===== src/rtl/serial_subtractor.sv =====
// serial_subtractor: bit-serial unsigned subtractor.
// Computes diff = a - b - borrow_in one bit per clock, LSB first, through a
// single full-subtractor cell. Operands are taken and the result is returned
// through valid/ready handshakes. Only one operation is in flight at a time.
module serial_subtractor #(
    parameter int WIDTH = 8
) (
    input  logic             clk,
    input  logic             rst_n,
    input  logic             in_valid,
    output logic             in_ready,
    input  logic [WIDTH-1:0] a,
    input  logic [WIDTH-1:0] b,
    input  logic             borrow_in,
    output logic             out_valid,
    input  logic             out_ready,
    output logic [WIDTH-1:0] diff,
    output logic             borrow_out,
    output logic             busy
);

    // The counter has one extra bit so it cannot wrap while stepping through WIDTH bits.
    localparam int CW = $clog2(WIDTH) + 1;

    typedef enum logic [1:0] {
        IDLE  = 2'd0,
        SHIFT = 2'd1,
        DONE  = 2'd2
    } state_t;

    state_t           state_reg;
    logic [WIDTH-1:0] a_sh_reg;
    logic [WIDTH-1:0] b_sh_reg;
    logic [WIDTH-1:0] diff_reg;
    logic [CW-1:0]    cnt_reg;
    logic             br_reg;
    logic             borrow_out_reg;
    logic             out_valid_reg;
    logic             in_ready_reg;
    logic             busy_reg;

    // Full-subtractor cell acting on the current LSB of the operand shifters.
    logic a_bit;
    logic b_bit;
    logic d_bit;
    logic br_next;
    logic last_bit;

    assign a_bit    = a_sh_reg[0];
    assign b_bit    = b_sh_reg[0];
    assign d_bit    = a_bit ^ b_bit ^ br_reg;
    assign br_next  = (~a_bit & b_bit) | (~(a_bit ^ b_bit) & br_reg);
    assign last_bit = (cnt_reg == CW'(WIDTH - 1));

    // Status outputs come straight from registers, so none of them combinationally depends on in_*.
    assign in_ready   = in_ready_reg;
    assign out_valid  = out_valid_reg;
    assign busy       = busy_reg;
    assign diff       = diff_reg;
    assign borrow_out = borrow_out_reg;

    // Control FSM and datapath: accept, shift one bit per clock, hold the result until it is taken.
    always_ff @(posedge clk or negedge rst_n) begin
        if (!rst_n) begin
            state_reg      <= IDLE;
            a_sh_reg       <= '0;
            b_sh_reg       <= '0;
            diff_reg       <= '0;
            cnt_reg        <= '0;
            br_reg         <= 1'b0;
            borrow_out_reg <= 1'b0;
            out_valid_reg  <= 1'b0;
            in_ready_reg   <= 1'b1;
            busy_reg       <= 1'b0;
        end else begin
            case (state_reg)
                IDLE: begin
                    if (in_valid) begin
                        a_sh_reg     <= a;
                        b_sh_reg     <= b;
                        br_reg       <= borrow_in;
                        cnt_reg      <= '0;
                        state_reg    <= SHIFT;
                        in_ready_reg <= 1'b0;
                        busy_reg     <= 1'b1;
                    end
                end
                SHIFT: begin
                    // The new difference bit enters at the MSB; after WIDTH steps bit 0 sits at the LSB.
                    a_sh_reg <= a_sh_reg >> 1;
                    b_sh_reg <= b_sh_reg >> 1;
                    diff_reg <= {d_bit, diff_reg[WIDTH-1:1]};
                    br_reg   <= br_next;
                    cnt_reg  <= cnt_reg + CW'(1);
                    if (last_bit) begin
                        borrow_out_reg <= br_next;
                        out_valid_reg  <= 1'b1;
                        state_reg      <= DONE;
                    end
                end
                DONE: begin
                    if (out_ready) begin
                        out_valid_reg <= 1'b0;
                        in_ready_reg  <= 1'b1;
                        busy_reg      <= 1'b0;
                        state_reg     <= IDLE;
                    end
                end
                default: begin
                    out_valid_reg <= 1'b0;
                    in_ready_reg  <= 1'b1;
                    busy_reg      <= 1'b0;
                    state_reg     <= IDLE;
                end
            endcase
        end
    end

endmodule


===== config.mk =====
export PLATFORM = sky130hd
export DESIGN_NAME = serial_subtractor
export DESIGN_NICKNAME = d
export VERILOG_FILES = /design/src/rtl/serial_subtractor.sv
export SDC_FILE = /design/constraint.sdc
export NUM_CORES = 1
export LEC_CHECK = 0
export CORE_ASPECT_RATIO = 0.7
export CORE_MARGIN = 3
export CORE_UTILIZATION = 55
export DETAILED_ROUTE_END_ITERATION = 8
export DONT_BUFFER_PORTS = 1
export GPL_ROUTABILITY_DRIVEN = 0
export PLACE_DENSITY = 0.74
export SYNTH_ARGS = -nofsm -noshare
export SYNTH_HDL_FRONTEND = slang
export SYNTH_SLANG_ARGS = --single-unit

===== constraint.sdc =====
create_clock -name clk -period 1.2 [get_ports clk]
set_input_delay 0.24 -clock clk [delete_from_list [all_inputs] [get_ports clk]]
set_output_delay 0.24 -clock clk [all_outputs]
set_load 0.02 [all_outputs]

==> results of run 1 <==
[worst paths after layout]
check	start	to	cells after the start
worst max-delay path	state_reg[0]	br_reg	5
worst min-delay path	in_valid	b_sh_reg[7]	1
worst max register to register	state_reg[0]	br_reg	5
worst min register to register	b_sh_reg[2]	b_sh_reg[2]	2
max in group asynchronous	rst_n	in_ready	2
min in group asynchronous	rst_n	b_sh_reg[6]	2
[final cells by class]
type,count,share of cell area
Tap cell,34,0.02300
Sequential cell,35,0.4750
Inverter,5,0.01015
Multi-Input combinational cell,112,0.3674
Timing Repair Buffer,16,0.07713
Clock inverter,1,0.002706
Clock buffer,6,0.04466
[synthesized netlist by cell type (5+ instances only)]
master                     n  share of area
sky130_fd_sc_hd__a22oi_1   9          0.042
sky130_fd_sc_hd__buf_2     8          0.025
sky130_fd_sc_hd__o21ai_1  18          0.057
sky130_fd_sc_hd__nor2b_1   5          0.020
sky130_fd_sc_hd__dfrtp_1  34           0.53
sky130_fd_sc_hd__nand2_1  44           0.10
sky130_fd_sc_hd__and3b_1   6          0.033
sky130_fd_sc_hd__a21oi_1   8          0.025
sky130_fd_sc_hd__inv_1     5          0.012
[where the power goes]
group	leakage (nW)	switching [mW]	total, mW	internal (mW)
clock	0.0470	0.360	0.810	0.449
combinational	0.395	0.853	1.66	0.808
sequential	0.444	0.617	2.30	1.68
[logic make-up (layout without fill, tap and decap cells)]
family                     count (synthesis)  after routing  synth area share
muxes                                      2              2           0.01258
and+or+nand+nor                           62             62            0.1824
AOI/OAI and AO/OA                         46             46            0.1777
adders and majority gates                  2              2           0.02044
buffers and inverters                     16             28           0.05582
DFF                                       35             35            0.5511
[metrics by stage]
stage | instances | power (mW)
after floorplan | 163 | 3.327
after global placement | 199 | 3.677
after detailed placement | 199 | 3.765
after CTS | 208 | 4.627
after global routing | 209 | 5.195
final | 209 | 4.769
[metal layers]
layer	part of all wire	routed length (um)
met5	0	0
met4	0.0041	13
met3	0.071	225
met2	0.46	1450
met1	0.47	1475
[what timing repair did]
| action | CTS | global route |
|---|---|---|
| hold buffers | 2 | 0 |
| setup endpoints to repair | 11 | 30 |
| pin swaps | 0 | 2 |
| buffers inserted | 0 | 1 |
| endpoints found under the hold margin | 35 | 0 |
| resized for setup | 2 | 13 |
==> impl_results.md, run 1 <==
* Worst slew pin tran at between 0.2 and 0.3 ns
* Width of the chip at 70.30 um
* Worst IR drop on VDD at roughly 0.0016 V
* Commonest non-fill, non-tap cell in the layout: sky130_fd_sc_hd__nand2_1
* Area enclosed by the die boundary at between 0.003 and 0.004 mm2
* Hold violation count in the final report at 0
* First-pass GRT wire length at 5.340 mm
* Critical path fanouts, max at 9
* TritonCTS buffer count at 5
* Cell chosen for the clock root: sky130_fd_sc_hd__clkbuf_8
* Routed wire length at 3.164 mm
* Sequential cell area in the final layout at ~900 um2
* CP max-delay cell: sky130_fd_sc_hd__dfrtp_2
* Post-synthesis async set-or-reset flop share at 1.000
* Sort of element at the start of the critical path: register
* Syn Std Cell Area at 0.001592 mm2
* Final sum of negative setup slack at -0.01577 ns
* Area Overhead vs Synth at 16.19%
* Core Box Area at ~0.0026 mm2
* CP Data Arrival Time at ~1.4 ns
* Global-route track usage on met2 at 0.2966
* Final Util at 0.7089
* Source-to-sink clock delay at the later pin of the worst-skew pair at 0.27 ns
* DRC viols at 0
* Vias in the first global route at approximately 1,200
* Data required time at the worst endpoint at ~1.4 ns
* Max Fclk at ~820 MHz
* FP Rows at 15
* Register bit total from synthesis at 35
* Most repeated library cell on the critical path: sky130_fd_sc_hd__buf_4
* Final setup violation count at 2
* Met1 GRT Util at 0.2693
* Number of antenna violations at the first check in global routing at 0
* Final net count at about 200
* Tot GR Track Use at 0.1908
* Leakage Power at 0.8859 nW
* Worst-case setup slack after placement at -0.1749 ns
* Largest delay share family, worst path: flip-flops
* Worst path cell trace: buf_4, buf_4, nor2b_1, a21oi_1, o21ai_1
* Mapped Cells at 163
* Number of buffers added on ports at 0
* Type of the worst setup path: reg2reg
* Half-perimeter wire length after placement at about 2.2 mm
* Tightest slew margin relative to the limit at 0.8265
* Post-Layout Inst Area at about 0.0018 mm2
* Delay of the slowest critical-path stage at around 0.46 ns
* Number of warnings issued by yosys at 0
* Fin Hold WS at ~0.15 ns
* Post-Syn Nets at around 190
* Leading cell types in the layout, fill and taps excluded: 43 x sky130_fd_sc_hd__nand2_1, 33 x sky130_fd_sc_hd__dfrtp_1, 18 x sky130_fd_sc_hd__o21ai_1
* Outcome: complete, but fails checks
* Portion of the post-synthesis area used by sequential elements at 0.5511
* Post-route clock skew at about 0.0021 ns
* Type of element capturing the critical path: register
* Vias per std cell at approximately 5.6
* Share of the clock period used by the worst path at 1.012
* EDFF count, synth at 0
* Number of filler cells placed in the layout at approximately 180
* Pins Over Slew Limit at 0
* Largest buffer count on any clock path at 2
* Area taken by multi-input logic gates at roughly 680 um2
* Buffer and inverter count on the worst path at 2
* Routed wire length per instance at between 15 and 20 um
* Count of antenna-violating nets left after detailed routing at 0
* Fraction of final layout cells sized beyond drive strength 1 at 0.1943
* Slack of the critical path at -0.01408 ns
* Most congested layer reported by global routing: met2
* Met3 Track Usage GR at 0.06090
* Worst reg-to-reg setup slack at -0.01 ns
* Unique cell type count in the Yosys netlist at 28
* Clock slew at reported path FFs at roughly 0.060 ns
* Post-Synthesis Mean Instance Area at about 10 um2
* DRT iter0 DRCs at just over 70
* Kind of path behind the tightest hold check: in2reg
* Unrepaired setup endpoints after global routing: yes
* Number of H-tree levels at 2
* Routed vias at between 1,000 and 1,500
* Post-DP Area at 0.001662 mm2
* Maximum number of pins on one net before global-route repair at 36
* Inserted Diodes at 0
* Number of sinks on the clock net at 35
* Final global-route overflow total at 0
* Failing checks: setup timing
* Max Cap Viol at 0
* Pwr dens at roughly 2600 mW/mm2
* Number of iterations in the first detailed-routing pass at 4
* TritonCTS clock tree: done
* Final critical delay including setup and external delays at about 1.2 ns
* IO Pins at 33
* Initial standard-cell utilization of the core at 0.6101
* Top_reg_cell synth: sky130_fd_sc_hd__dfrtp_1
* Die height at 51.01 um
Power figures use the tool's default switching activity.
==> run 2: changes to the inputs <==
--- a/config.mk
+++ b/config.mk
@@ -12,6 +12,7 @@
 export DONT_BUFFER_PORTS = 1
 export GPL_ROUTABILITY_DRIVEN = 0
 export PLACE_DENSITY = 0.74
+export RECOVER_POWER = 100
 export SYNTH_ARGS = -nofsm -noshare
 export SYNTH_HDL_FRONTEND = slang
 export SYNTH_SLANG_ARGS = --single-unit
==> impl_results.md, run 2 (synthesis gave the netlist of run 1 again) <==
* Fin Hold WS at around 0.15 ns
* Switching share of total power at 0.3842
* Vias in the first global route at about 1,200
* Largest buffer count on any clock path at 2
* Net switching power of the design at 1.831 mW
* Inserted Diodes at 0
* Share of the clock period used by the worst path at 1.011
* Sequential cell area in the final layout at slightly below 900 um2
* Tightest slew margin relative to the limit at 0.6930
* TritonCTS clock tree: done
* Pwr dens at ~2600 mW/mm2
* Source-to-sink clock delay at the later pin of the worst-skew pair at between 0.2 and 0.3 ns
* First-pass GRT wire length at approximately 5.3 mm
* Number of filler cells placed in the layout at between 150 and 200
* Type of element capturing the critical path: register
* CP Data Arrival Time at 1.37 ns
* Largest delay share family, worst path: flip-flops
* Sort of element at the start of the critical path: register
* Worst reg-to-reg setup slack at -0.01 ns
* Count of antenna-violating nets left after detailed routing at 0
* Area enclosed by the die boundary at ~0.0036 mm2
* Failing checks: setup timing
* Number of sinks on the clock net at 35
* Overall Power at between 4 and 5 mW
* Startpoint of the lowest-slack register-to-register path: state_reg[0]
* Initial standard-cell utilization of the core at 0.6101
* Number of H-tree levels at 2
* WHS Path Cells at 1
* Final critical delay including setup and external delays at approximately 1.2 ns
* Part of the total power dissipated in combinational logic at 0.348
* Most repeated library cell on the critical path: sky130_fd_sc_hd__buf_4
* TritonCTS buffer count at 5
* FP Rows at 15
* Share of total power in the clock network at 0.170
* Leading cell types in the layout, fill and taps excluded: 43 x sky130_fd_sc_hd__nand2_1, 33 x sky130_fd_sc_hd__dfrtp_1, 18 x sky130_fd_sc_hd__o21ai_1
* Critical path fanouts, max at 9
* Cell chosen for the clock root: sky130_fd_sc_hd__clkbuf_8
* Final setup violation count at 2
* Worst slew pin tran at 0.4605 ns
* Final net count at slightly below 200
* Worst IR drop on VDD at approximately 0.0015 V
* Outcome: complete, but fails checks
* Type of the worst setup path: reg2reg
* Fraction of final layout cells sized beyond drive strength 1 at 0.1943
* Die height at about 51 um
* Routed wire length at about 3.2 mm
* Tot GR Track Use at 0.1908
* Commonest non-fill, non-tap cell in the layout: sky130_fd_sc_hd__nand2_1
* Relative contribution of sequential cells to total power at 0.482
* Vias per std cell at ~5.5
* Hold violation count in the final report at 0
* Clock slew at reported path FFs at about 0.06 ns
* Unrepaired setup endpoints after global routing: yes
* Kind of path behind the tightest hold check: in2reg
* Worst path cell trace: buf_4, buf_4, nor2b_1, a21oi_1, o21ai_1
* Core Box Area at 0.002609 mm2
* Slack of the critical path at -0.01326 ns
* Routed vias at between 1,000 and 1,500
* Number of iterations in the first detailed-routing pass at 4
* DRC viols at 0
* Start point of the worst hold path: in_valid
* Maximum number of pins on one net before global-route repair at 36
* DRT iter0 DRCs at 70
* Worst reg2reg path endpoint: br_reg
* R2R depth at 5
* Area Overhead vs Synth at 15.41%
* IO Pins at 33
* Width of the chip at between 70 and 80 um
* Max Fclk at about 820 MHz
* Data required time at the worst endpoint at between 1 and 1.5 ns
* Final global-route overflow total at 0
* Post-route clock skew at 0.002069 ns
* Leakage Power at 0.8811 nW
* Area taken by multi-input logic gates at about 680 um2
* Routed wire length per instance at roughly 15 um
* Half-perimeter wire length after placement at 2.163 mm
* Number of antenna violations at the first check in global routing at 0
* Number of buffers added on ports at 0
* Hold endpoint: b_sh_reg[7]
* Buffer and inverter count on the worst path at 2
* CP max-delay cell: sky130_fd_sc_hd__dfrtp_2
* Int Pwr at 2.934 mW
* Pins Over Slew Limit at 0
* Delay of the slowest critical-path stage at about 0.46 ns
* Max Cap Viol at 0
==> run 2: cell count changes in the layout (fill, tap and decap cells not counted), sizes merged <==
cell,delta
clkbuf,+1
buf,-1
==> run 2: repair_timing <==
action                                 CTS  global route
gates resized for setup                  2            13
buffers inserted                         0             1
pin swaps                                0             2
hold buffers                             2             0
endpoints found under the hold margin   35             0
setup endpoints to repair               11            30
==> run 2: worst max-delay path by stage <==
stage | cells past startpoint | slack [ns] | startpoint | end
after global routing | 4 | -0.07 | state_reg[0] | b_sh_reg[2]
after detailed placement | 3 | -0.17 | state_reg[0] | a_sh_reg[0]
after floorplan | 5 | 0.06 | state_reg[0] | cnt_reg[3]
final | 5 | -0.01 | state_reg[0] | br_reg
after CTS | 1 | 0.01 | in_ready | in_ready
after global placement | 3 | -0.07 | state_reg[0] | a_sh_reg[3]
==> run 2: power by group through the flow <==
stage | Sequential (mW) | Combinational (mW) | Clock (mW)
CTS | 2.26 | 1.53 | 0.833
global route | 2.37 | 1.92 | 0.905
finish | 2.30 | 1.66 | 0.810
floorplan | 2.20 | 1.13 | 0
global placement | 2.25 | 1.42 | 0
detailed placement | 2.27 | 1.50 | 0
==> run 2: area by class of cell <==
class	count	area share
sequential	35	0.4782
multi-input combinational	112	0.3699
timing repair buffer	16	0.07084
clock buffer	6	0.04496
tap	34	0.02316
inverter	5	0.01022
clock inverter	1	0.002725
==> run 2: metal layers <==
layer / vias to the layer above / GRT usage / share of wire
met5: - / 0 / 0
met4: 0 / 0.02866 / 0.0041
met3: 2 / 0.06090 / 0.071
met2: 34 / 0.2966 / 0.46
met1: 546 / 0.2693 / 0.46
li1: 573 / - / -
==> run 2: through the flow <==
| stage | area, um2 | utilization | TNS, ns | worst slack [ns] | cells |
|---|---|---|---|---|---|
| floorplan | 1592 | - | 0 | 0.06068 | 163 |
| global placement | 1662 | 0.6369 | -0.6679 | -0.07433 | 199 |
| detailed placement | 1662 | 0.6369 | -1.644 | -0.1749 | 199 |
| CTS | 1784 | 0.6839 | 0 | 0.01332 | 208 |
| global route | 1837 | 0.7041 | -0.7156 | -0.07447 | 209 |
| finish | 1837 | 0.7041 | -0.02157 | -0.01326 | 209 |
